<file path="src/rtl/down_counter_timer.sv">
// rtl/down_counter_timer.sv - loadable countdown timer with 2-stage delayed enable
//
// Ports:
//   clk      - single clock, rising edge
//   rst      - synchronous active-high reset
//   load     - load request, count takes load_val at the next edge
//   load_val - start value (N bits), sampled only when load=1
//   en       - decrement request, applied two edges after it is sampled
//   cnt      - registered current count
//   busy     - high while counting (RUN)
//   done     - one-cycle pulse on each entry to DONE
//   expired  - high while in DONE

module down_counter_timer #(
    parameter int unsigned N = 7
) (
    input  logic         clk,
    input  logic         rst,
    input  logic         load,
    input  logic [N-1:0] load_val,
    input  logic         en,
    output logic [N-1:0] cnt,
    output logic         busy,
    output logic         done,
    output logic         expired
);

    typedef enum logic [1:0] {
        IDLE = 2'd0,
        RUN  = 2'd1,
        DONE = 2'd2
    } state_t;

    state_t       state;
    state_t       state_next;
    logic [N-1:0] cnt_next;
    logic         done_next;
    logic         en_1;
    logic         en_2;

    always_ff @(posedge clk) begin
        if (rst) begin
            state <= IDLE;
            cnt   <= '0;
            done  <= 1'b0;
            en_1  <= 1'b0;
            en_2  <= 1'b0;
        end else begin
            state <= state_next;
            cnt   <= cnt_next;
            done  <= done_next;
            // A load discards enables in flight and the one sampled alongside it.
            if (load) begin
                en_1 <= 1'b0;
                en_2 <= 1'b0;
            end else begin
                en_1 <= en;
                en_2 <= en_1;
            end
        end
    end

    always_comb begin
        state_next = state;
        cnt_next   = cnt;
        done_next  = 1'b0;
        if (load) begin
            // Load wins over any decrement, in every state.
            cnt_next = load_val;
            if (load_val == '0) begin
                state_next = DONE;
                done_next  = 1'b1;
            end else begin
                state_next = RUN;
            end
        end else begin
            case (state)
                RUN: begin
                    if (en_2) begin
                        if (cnt > N'(1)) begin
                            cnt_next = cnt - N'(1);
                        end else begin
                            // RUN is only entered with a nonzero count, so this is 1 -> 0.
                            cnt_next   = '0;
                            state_next = DONE;
                            done_next  = 1'b1;
                        end
                    end
                end
                // IDLE and DONE hold the count; en_2 is ignored so DONE cannot wrap.
                default: begin
                    state_next = state;
                end
            endcase
        end
    end

    assign busy    = (state == RUN);
    assign expired = (state == DONE);

endmodule
</file>
<file path="config.mk">
export PLATFORM = sky130hd
export DESIGN_NAME = down_counter_timer
export DESIGN_NICKNAME = d
export VERILOG_FILES = /design/src/rtl/down_counter_timer.sv
export SDC_FILE = /design/constraint.sdc
export NUM_CORES = 1
export LEC_CHECK = 0
export ABC_AREA = 1
export CAP_MARGIN = 20
export CORE_UTILIZATION = 46
export CTS_BUF_LIST = sky130_fd_sc_hd__clkbuf_8
export CTS_CLUSTER_SIZE = 14
export DETAILED_ROUTE_END_ITERATION = 8
export DONT_BUFFER_PORTS = 1
export PLACE_DENSITY = 0.69
export SYNTH_ARGS = -nofsm -noshare
export SYNTH_HDL_FRONTEND = slang
export SYNTH_SLANG_ARGS = --single-unit
</file>
<file path="constraint.sdc">
create_clock -name clk -period 1.15 [get_ports clk]
set_input_delay 0.1725 -clock clk [delete_from_list [all_inputs] [get_ports clk]]
set_output_delay 0.1725 -clock clk [all_outputs]
set_load 0.03 [all_outputs]
</file>
Word level (Yosys, flattened, before mapping):

Cells that the tools add are included.

* flip-flop bits (word level): 12
* bits in latches: 0
* bits in writable memories: 0
* ROM bits: 0
* input bits: 11
* output and inout port bits: 10
* word-level logic and storage cells: 30
* memories kept: 0

* add/subtract/negate cells: 1
* multipliers: 0
* div/mod/pow operators: 0
* $lt $le $gt $ge: 1
* equality and inequality tests: 3
* shifts and indexed selects: 0
* multiplexer cells: 14
* bitwise operators: 0
* reductions and logical operators: 6

Operator list (number)
* $mux 7: 4
* $mux 2: 5
* $gt 7x1->1 const B: 1
* $logic_not 7->1: 1
* $sub 7x1->7 const B: 1
* $mux 1: 5
* $reduce_bool 2->1: 2
* $reduce_and 3->1: 1
* $eq 2x1->1 const B: 1
* $eq 2x2->1 const B: 1
* $ne 2x2->1 const B: 1
* $reduce_and 2->1: 1
* $reduce_or 2->1: 1

Depth between registers and ports, before layout:

Gate-level depths: netlist (run 1).

* depth after elaboration: 5
* gate-level depth with buffers: 8

Worst setup path before layout (run 1):

No wires, ideal clock.

* kind: flip-flop to flip-flop
* from: register cnt[1]
* to: register cnt[0]
* library setup time: 0.070 ns
* data arrival time: 1.274 ns
* slack: -0.194 ns
* cell stages (with the launch flop): 8
* cells stage by stage: dfxtp_1 inv_1 ha_1 nand2_1 nand2_2 a21oi_4 nand2_1 a21oi_1

* cells in the longest elaborated chain, start to end: 5

Ends and longest elaborated chain
* start: declaration: RTL line 22 `output logic [N-1:0] cnt,`
* start signal: assignment: RTL line 50 `cnt <= cnt_next;`
* $gt 7x1->1: RTL line 80 `if (cnt > N'(1)) begin`
* $mux 7: RTL line 80
* $mux 7: RTL line 79 `if (en_2) begin`
* $mux 7: RTL line 77 `case (state)`
* $mux 7: RTL line 67 `if (load) begin`

Every way passes these cells. The select of a mux whose other input is x is not followed.
A chain may end at the register's enable or synchronous reset.

Worst setup path in the final report (run 1):

* from: register cnt[1]
* to: register cnt[2]

* cells in the longest elaborated chain, start to end: 5

Ends and longest elaborated chain (RTL line)
* $sub 7x1->7 / $gt 7x1->1 (equally long branches): 81, 80
* $mux 7 *: 80
* $mux 7 *: 79
* $mux 7 *: 77
* $mux 7 *: 67

Every way passes the cells marked *; elsewhere a longest branch is shown, timed or not. The select of a mux whose other input is x is not followed.

==> results.yml, run 1 <==
clocking:
  cts_max_level: 1
  cts_buffer_depth: 2
  clkSlewWorstSetupHoldPaths_ns: 0.05
  insertion_delay_ns: 0.24
  cts_inserted_buffers: 3
  cts-root-buf: "clkbuf_8"
  cts_sinks: 12
  tritoncts: "built"
yosys:
  synth_nets: 125
  syn_area_um2: 723
  synth_ff_type: "dfxtp_1"
  yosysWarnings: 0
  yosys_register_bits: 12
  syn_inst: 112
  avgSynthCellArea_um2: 6.46
  seq_area_frac_synth: 0.332
  async_flop_share: 0
  ys_types: 20
  synthTopCellsByArea: "dfxtp_1 33%, nand2_1 16%, inv_1 10%"
  synthDominantCellAreaShare: 0.332
  synth_edf_count: 0
  yosys.area.top_type: "dfxtp_1"
pwr:
  ir_worst_vdd_mv: 0.838
  p_int_mw: 0.759
  clockPowerShare: 0.358
  power.leakage_nw: 0.439
  pwr-share-comb: 0.215
  switchingPower_mw: 0.316
  pwr-share-seq: 0.426
  p_per_area_nw_per_um2: 1160
  swShare: 0.294
worst_setup_path:
  critPathRequiredTime_ns: 1.33
  crit_family: "compound AO/OA/AOI/OAI gates"
  setup.worst_path.class: "reg2reg"
  cp_num_buf_inv: 1
  cp_cell_sequence: "inv_4 > ha_4 > nand2_2 > nand2_2 > a21oi_4 > nand2_1 > a21oi_2"
  cp-end-kind: "flip-flop"
  ff2ff_path_depth: 7
  critPathMaxFanout: 7
  cp.arrival_ns: 1.41
  cp_common_cell: "nand2_2"
  cp.depth: 7
  cp-start-kind: "flip-flop"
  slowest_stage: "dfxtp_4"
  critPathMaxStageDelay_ns: 0.36
die:
  die_h_um: 41.7
  die_w_um: 41.7
  start_util: 0.523
  die-area_um2: 1730
  rows: 13
  ios: 21
  core_um2: 1380
sta:
  finalWorstSetupSlack_ns: -0.0833
  relSlewSlack: 0.810
  fmax_ghz: 0.811
  setup_tns_ns: -0.596
  period_needed_ns: 1.23
  rsz0062_at_grt: "yes"
  hold_viol_final: 7
  setup_viol: 9
  hold_ws_ns: -0.0229
  finClkSkew_ns: 0.00157
  fin_crit_sh: 1.07
  slew_viol_final: 0
  worstMarginPinSlew_ns: 0.285
detailed_routing:
  firstDrtPassIters: 4
  drc_errors: 0
  viasPerCell: 4.98
  wl_um: 1590
  drt-initial-drc-count: 13
  ant_nets: 0
  vias: 702
  wl_per_cell_um: 11.3
grt:
  grt-ovfl-total: 0
  track_usage: 0.202
  grt_max_degree: 11
  first_global_vias: 619
  antenna_found_initial: 0
  grt_pass1_wl_um: 2620
status:
  status: "finished with violations"
  failed_checks: "hold timing, setup timing"
final_layout:
  area_growth_pct: 28.5
  most-common-layout-cells: "27 x nand2_1, 19 x inv_1, 13 x buf_4"
  layout.area.seq_um2: 253
  layout_commonest_cell: "nand2_1"
  final_nets: 141
  post-route-cell-area_um2: 930
  fillers: 124
  drive_gt1_frac: 0.341
  multi_input_area_um2: 430
  antenna_cells: 0
placed_design:
  place_congestion: 0.786
  numPortBuffers: 0
  hpwl_um: 1210
  dpl_cell_area_um2: 857
job:
  drv_cap: 0
hold_path:
  hold_path_depth: 1
  hold_path.class: "in2reg"
==> stage by stage <==
stage / hold slack [ns] / total power, mW / setup slack [ns] / util / std cells
after floorplan: 0.285 / 0.638 / -0.0112 / - / 112
after global placement: 0.234 / 0.686 / -0.0291 / 0.620 / 137
after detailed placement: 0.236 / 0.688 / -0.0532 / 0.620 / 137
after CTS: -0.0190 / 1.07 / -0.0501 / 0.651 / 140
after global routing: -0.0273 / 1.13 / -0.150 / 0.672 / 141
final: -0.0229 / 1.08 / -0.0833 / 0.672 / 141
==> cells in the mapped netlist, types with 2 or more instances <==
| master | count |
|---|---|
| ha_1 | 2 |
| inv_1 | 20 |
| nand2_1 | 30 |
| nand2_2 | 2 |
| o21ai_0 | 7 |
| nand4_1 | 3 |
| dfxtp_1 | 12 |
| nor2_1 | 11 |
| nand3_1 | 6 |
| inv_2 | 3 |
| a21oi_1 | 7 |
==> power groups by stage <==
stage	clock, mW	sequential (mW)	combinational [mW]
floorplan	0	0.493	0.145
global placement	0	0.466	0.219
finish	0.385	0.459	0.231
detailed placement	0	0.467	0.221
CTS	0.393	0.458	0.223
global route	0.410	0.460	0.258
==> sequential cells by signal (all words and copies together), names as in the netlist <==
register,count
cnt,7
done,1
en_1,1
en_2,1
state,2
==> layout make-up <==
class                      count  area share
tap                           15      0.0202
sequential                    12       0.272
timing repair buffer          13       0.105
clock buffer                   3      0.0444
inverter                      23      0.0956
multi-input combinational     75       0.463
==> worst register-to-register path: stages (launching register included) <==
cell and delay [ns]:
dfxtp_4 0.36, inv_4 0.04, ha_4 0.14, nand2_2 0.06
nand2_2 0.07, a21oi_4 0.27, nand2_1 0.11, a21oi_2 0.11
==> per-layer routing <==
metal  global-route usage  share of wire  vias up
met5                    0              0        -
met4                0.116          0.025        0
met3               0.0522          0.047        5
met2                0.309           0.45       23
met1                0.255           0.48      300
li1                     -              -      374
==> kinds of logic after synthesis <==
family,share of synthesized area
adder cells (fa/ha/maj),0.0346
AND/OR/NAND/NOR,0.358
AO/OA/AOI/OAI,0.131
buffers and inverters,0.131
XOR/XNOR,0.0121
flip-flops,0.332
==> path summary, 6_finish.rpt <==
path                                           from                  end  slack [ns]
worst max-delay path            cnt[1]$_SDFFE_PP0P_  cnt[2]$_SDFFE_PP0P_       -0.08
worst min-delay path                            rst  cnt[0]$_SDFFE_PP0P_       -0.02
worst max register to register  cnt[1]$_SDFFE_PP0P_  cnt[2]$_SDFFE_PP0P_       -0.08
worst min register to register      en_1$_SDFF_PP0_      en_2$_SDFF_PP0_        0.41
==> timing repair <==
item	CTS	global route
setup endpoints to repair	10	10
hold endpoints to repair	7	7
pin swaps	7	6
gates resized for setup	1	7
setup buffers	0	1
Note: power is estimated with default switching activity, not from simulation.
==> run 2: changes to the inputs <==
--- a/config.mk
+++ b/config.mk
@@ -7,12 +7,15 @@
 export LEC_CHECK = 0
 export ABC_AREA = 1
 export CAP_MARGIN = 20
-export CORE_UTILIZATION = 46
+export CELL_PAD_IN_SITES_DETAIL_PLACEMENT = 0
+export CELL_PAD_IN_SITES_GLOBAL_PLACEMENT = 1
+export CORE_UTILIZATION = 43
 export CTS_BUF_LIST = sky130_fd_sc_hd__clkbuf_8
 export CTS_CLUSTER_SIZE = 14
 export DETAILED_ROUTE_END_ITERATION = 8
 export DONT_BUFFER_PORTS = 1
-export PLACE_DENSITY = 0.69
+export PLACE_DENSITY = 0.87
+export SKIP_CTS_REPAIR_TIMING = 1
 export SYNTH_ARGS = -nofsm -noshare
 export SYNTH_HDL_FRONTEND = slang
 export SYNTH_SLANG_ARGS = --single-unit
==> run 2 against run 1 <==
Effect of this change:
- the run still ends with hold timing, setup timing left
- critical path depth is the same
- worst setup slack better by 0.033 ns
- combinational power is 8% higher
- largest power group is now the clock network
- highest routed layer unchanged
==> results.yml, run 2 (same netlist as run 1, synthesis figures left out) <==
detailed_routing:
  vias: 737
  wl_per_cell_um: 12.2
  firstDrtPassIters: 4
  dr_wl_met2_um: 833
  met3_length_um: 69
  viasPerCell: 5.12
  ant_nets: 0
  top_layer_used: "met4"
  met1_length_um: 839
  drt-initial-drc-count: 12
  drc_errors: 0
  wl_um: 1760
grt:
  grt_pass1_wl_um: 2880
  first_global_vias: 676
  grt_max_degree: 11
  antenna_found_initial: 0
  track_usage: 0.210
  grt-ovfl-total: 0
placed_design:
  numPortBuffers: 0
  hpwl_um: 1270
  place_congestion: 0.768
  placedCellCount: 139
final_layout:
  area_growth_pct: 32.0
  layout.area.seq_um2: 253
  layout.cells.non_filler: 144
  multi_input_area_um2: 433
  most-common-layout-cells: "28 x nand2_1, 19 x inv_1, 14 x buf_4"
  largest_register: "cnt"
  antenna_cells: 0
  drive_gt1_frac: 0.336
  reg_top3: "cnt x7, state x2"
  layout_commonest_cell: "nand2_1"
  fillers: 159
  largest_reg_flops: 7
  final_nets: 142
die:
  die-area_um2: 1850
  start_util: 0.469
  ios: 21
  die_h_um: 43.0
  die_w_um: 43.0
  rows: 14
  core_um2: 1540
clocking:
  cts_max_level: 1
  tritoncts: "built"
  cts_inserted_buffers: 3
  cts_buffer_depth: 2
  clkSlewWorstSetupHoldPaths_ns: 0.06
  cts-root-buf: "clkbuf_8"
  insertion_delay_ns: 0.24
  cts_sinks: 12
pwr:
  switchingPower_mw: 0.344
  pwr-share-comb: 0.211
  swShare: 0.291
  ir_worst_vdd_mv: 0.579
  total_power_mw: 1.18
  clockPowerShare: 0.402
  power.leakage_nw: 0.456
  p_per_area_nw_per_um2: 1240
  pwr-share-seq: 0.387
  p_int_mw: 0.840
sta:
  worstMarginPinSlew_ns: 0.297
  hold_viol_final: 7
  period_needed_ns: 1.20
  fmax_ghz: 0.833
  slew_viol_final: 0
  fin_crit_sh: 1.04
  hold_ws_ns: -0.0209
  finalWorstSetupSlack_ns: -0.0505
  rsz0062_at_grt: "yes"
  finClkSkew_ns: 0.00275
  setup_viol: 7
  relSlewSlack: 0.802
hold_path:
  hold_end: "cnt[1]$_SDFFE_PP0P_"
  hold_path.class: "in2reg"
  hold_path_depth: 1
  min_from: "rst"
status:
  failed_checks: "hold timing, setup timing"
  status: "finished with violations"
worst_setup_path:
  setup.worst_path.class: "reg2reg"
  rr_startpoint: "cnt[1]$_SDFFE_PP0P_"
  r2r_slack_ns: -0.05
  critPathMaxFanout: 7
  cp-start-kind: "flip-flop"
  critPathRequiredTime_ns: 1.33
  cp.arrival_ns: 1.38
  reg2reg_to: "cnt[4]$_SDFFE_PP0P_"
  ff2ff_path_depth: 7
  cp-end-kind: "flip-flop"
job:
  drv_cap: 0
run 2: changes by cell type in the layout (fill, tap and decap cells not counted), sizes merged:
cell,before,now
buf,13,14
clkbuf,3,4
run 2: how the worst max path moves through the flow:
stage / depth (start not counted) / slack [ns] / startpoint / to
finish: 7 / -0.05 / cnt[1]$_SDFFE_PP0P_ / cnt[4]$_SDFFE_PP0P_
global route: 7 / -0.13 / cnt[1]$_SDFFE_PP0P_ / cnt[0]$_SDFFE_PP0P_
floorplan: 7 / -0.01 / cnt[1]$_SDFFE_PP0P_ / cnt[1]$_SDFFE_PP0P_
CTS: 7 / -0.07 / cnt[1]$_SDFFE_PP0P_ / cnt[1]$_SDFFE_PP0P_
global placement: 7 / -0.03 / cnt[1]$_SDFFE_PP0P_ / cnt[1]$_SDFFE_PP0P_
detailed placement: 7 / -0.06 / cnt[1]$_SDFFE_PP0P_ / cnt[1]$_SDFFE_PP0P_
run 2: routing by layer:
metal | vias to the layer above | global-route usage
met2 | 17 | 0.333
met4 | 0 | 0.0667
met5 | - | 0
li1 | 377 | -
met3 | 4 | 0.0468
met1 | 339 | 0.282
run 2: critical path, stage by stage (launching register included):
cell and delay (ns):
dfxtp_4 0.37, inv_4 0.05, ha_4 0.16, nand2_4 0.07, nand2_4 0.05, a21oi_4 0.22
nand2_1 0.10, a21oi_2 0.12
run 2: cell type report:
type,instances,area share
clock buffer,4,0.0577
inverter,23,0.0931
multi-input combinational,75,0.453
sequential,12,0.265
tap,16,0.0210
timing repair buffer,14,0.110
run 2: per-stage QoR:
stage	hold WS [ns]	area (µm²)	TNS [ns]	utilization	setup slack, ns
6_report	-0.0209	955	-0.296	0.619	-0.0505
5_1_grt	-0.0235	955	-0.917	0.619	-0.128
4_1_cts	-0.0202	921	-0.453	0.597	-0.0687
3_5_place_dp	0.235	866	-0.333	0.562	-0.0565
3_3_place_gp	0.233	866	-0.112	0.562	-0.0267
2_1_floorplan	0.285	757	-0.0112	-	-0.0112
run 2: power by group through the flow:
| stage | clock network (mW) | logic [mW] | registers [mW] |
|---|---|---|---|
| after floorplan | 0 | 0.145 | 0.493 |
| after global placement | 0 | 0.226 | 0.466 |
| after detailed placement | 0 | 0.231 | 0.466 |
| after CTS | 0.480 | 0.233 | 0.458 |
| after global routing | 0.504 | 0.277 | 0.461 |
| final | 0.476 | 0.250 | 0.458 |
==> run 3: changes to the inputs <==
--- a/config.mk
+++ b/config.mk
@@ -9,11 +9,13 @@
 export CAP_MARGIN = 20
 export CELL_PAD_IN_SITES_DETAIL_PLACEMENT = 0
 export CELL_PAD_IN_SITES_GLOBAL_PLACEMENT = 1
+export CORE_MARGIN = 2
 export CORE_UTILIZATION = 43
 export CTS_BUF_LIST = sky130_fd_sc_hd__clkbuf_8
-export CTS_CLUSTER_SIZE = 14
+export CTS_CLUSTER_SIZE = 10
 export DETAILED_ROUTE_END_ITERATION = 8
 export DONT_BUFFER_PORTS = 1
+export GPL_TIMING_DRIVEN = 0
 export PLACE_DENSITY = 0.87
 export SKIP_CTS_REPAIR_TIMING = 1
 export SYNTH_ARGS = -nofsm -noshare
==> run 3 against run 2 <==
Effect of this change:
- the flow finishes with violations (setup timing)
- global-route usage shrank 2.4 points
- first-iteration DRC count shrank 42%
- flip-flop and latch count is the same
- total power shrank 3.0%
- core utilization shrank 4.7 points
- clock power shrank 2%
- design area shrank 7.6%
- final cell count shrank 6.3%
- critical path type unchanged
- fmax shrank 7.7%
- worst setup slack lost 0.10 ns
- sequential power grew 7.0%
- largest cell class unchanged
==> results.yml, run 3 (same netlist as run 1, synthesis figures left out) <==
status:
  status: "finished with violations"
  failed_checks: "setup timing"
final_layout:
  area_growth_pct: 22.0
  reg_top3: "cnt x7, state x2"
  utilization: 0.572
  post-route-cell-area_um2: 882
  largest_register: "cnt"
  most-common-layout-cells: "29 x nand2_1, 19 x inv_1, 9 x nor2_1"
  final_nets: 133
  antenna_cells: 0
  largest_reg_flops: 7
  fillers: 157
  drive_gt1_frac: 0.269
  layout_commonest_cell: "nand2_1"
clocking:
  insertion_delay_ns: 0.24
  cts_sinks: 12
  clkSlewWorstSetupHoldPaths_ns: 0.05
  cts_buffer_depth: 2
  cts_inserted_buffers: 3
  cts-root-buf: "clkbuf_8"
  cts_max_level: 1
  tritoncts: "built"
detailed_routing:
  wl_um: 1640
  drc_errors: 0
  wl_per_cell_um: 12.1
  firstDrtPassIters: 5
  drt-initial-drc-count: 7
  ant_nets: 0
  vias: 675
  viasPerCell: 5.00
sta:
  period_needed_ns: 1.30
  slew_viol_final: 0
  hold_ws_ns: 0.0354
  fmax_ghz: 0.769
  relSlewSlack: 0.680
  finalWorstSetupSlack_ns: -0.151
  setup_tns_ns: -1.25
  fin_crit_sh: 1.13
  worstMarginPinSlew_ns: 0.480
  rsz0062_at_grt: "yes"
  hold_viol_final: 0
  finClkSkew_ns: 0.00139
  setup_viol: 11
placed_design:
  hpwl_um: 1180
  dpl_cell_area_um2: 777
  place_congestion: 0.784
  numPortBuffers: 0
worst_setup_path:
  cp-end-kind: "flip-flop"
  cp-start-kind: "flip-flop"
  critPathMaxFanout: 7
  critPathRequiredTime_ns: 1.32
  cp.arrival_ns: 1.47
  critPathMaxStageDelay_ns: 0.36
  cp_cell_sequence: "inv_2 > nor2_4 > nand3_4 > a21oi_4 > nand2_1 > a21oi_2"
  setup.worst_path.class: "reg2reg"
  ff2ff_path_depth: 6
  slowest_stage: "dfxtp_2"
pwr:
  swShare: 0.292
  power.leakage_nw: 0.399
  switchingPower_mw: 0.336
  p_int_mw: 0.813
  clockPowerShare: 0.405
  pwr-share-seq: 0.426
  pwr-share-comb: 0.169
  ir_worst_vdd_mv: 0.770
  p_per_area_nw_per_um2: 1300
grt:
  grt_max_degree: 11
  track_usage: 0.186
  first_global_vias: 604
  antenna_found_initial: 0
  grt-ovfl-total: 0
  grt_pass1_wl_um: 2620
hold_path:
  hold_path_depth: 2
  hold_path.class: "in2reg"
job:
  drv_cap: 0
die:
  die_w_um: 45.0
  ios: 21
  core_um2: 1540
  die-area_um2: 2030
  start_util: 0.469
  die_h_um: 45.0
  rows: 14
## run 3: final cells by class
cell class | count | area (µm²) | area share
flip-flops and latches | 12 | 255 | 0.289
plain buffers | 2 | 8.76 | 0.00993
well taps | 16 | 20.0 | 0.0227
multi-input cells | 75 | 432 | 0.489
repair buffers | 3 | 22.5 | 0.0255
inverters | 23 | 88.8 | 0.101
clock buffers | 4 | 55.1 | 0.0624
## run 3: stage by stage
stage	power, mW	setup slack [ns]	cells
floorplan	0.638	-0.0112	112
global placement	0.666	-0.137	128
detailed placement	0.670	-0.171	128
CTS	1.14	-0.191	132
global route	1.21	-0.214	135
finish	1.15	-0.151	135
## run 3: power by group through the flow
stage,Clock [mW],Combinational (mW),Sequential [mW]
floorplan,0,0.145,0.493
global placement,0,0.168,0.497
detailed placement,0,0.171,0.498
CTS,0.477,0.173,0.489
global route,0.497,0.222,0.493
finish,0.465,0.194,0.490
## run 3: final timing paths
| check | to | slack, ns | startpoint |
|---|---|---|---|
| setup / recovery | cnt[2]$_SDFFE_PP0P_ | -0.15 | state[0]$_SDFFE_PP0P_ |
| hold / removal | en_1$_SDFF_PP0_ | 0.04 | en |
| setup reg to reg | cnt[2]$_SDFFE_PP0P_ | -0.15 | state[0]$_SDFFE_PP0P_ |
| hold reg to reg | en_2$_SDFF_PP0_ | 0.41 | en_1$_SDFF_PP0_ |
## run 3: metal layers
layer | track usage | vias up | part of all wire
met5 | 0 | - | 0
met4 | 0.106 | 0 | 0.026
met2 | 0.283 | 16 | 0.45
li1 | - | 356 | -
met3 | 0.0400 | 5 | 0.045
met1 | 0.243 | 298 | 0.48
## run 3: worst max-delay path, delay by kind of cell (launching register included)
kind,cells,cell delay (ns)
AO/OA/AOI/OAI,2,0.35
flip-flops,1,0.36
buffers and inverters,1,0.05
AND/OR/NAND/NOR,3,0.47
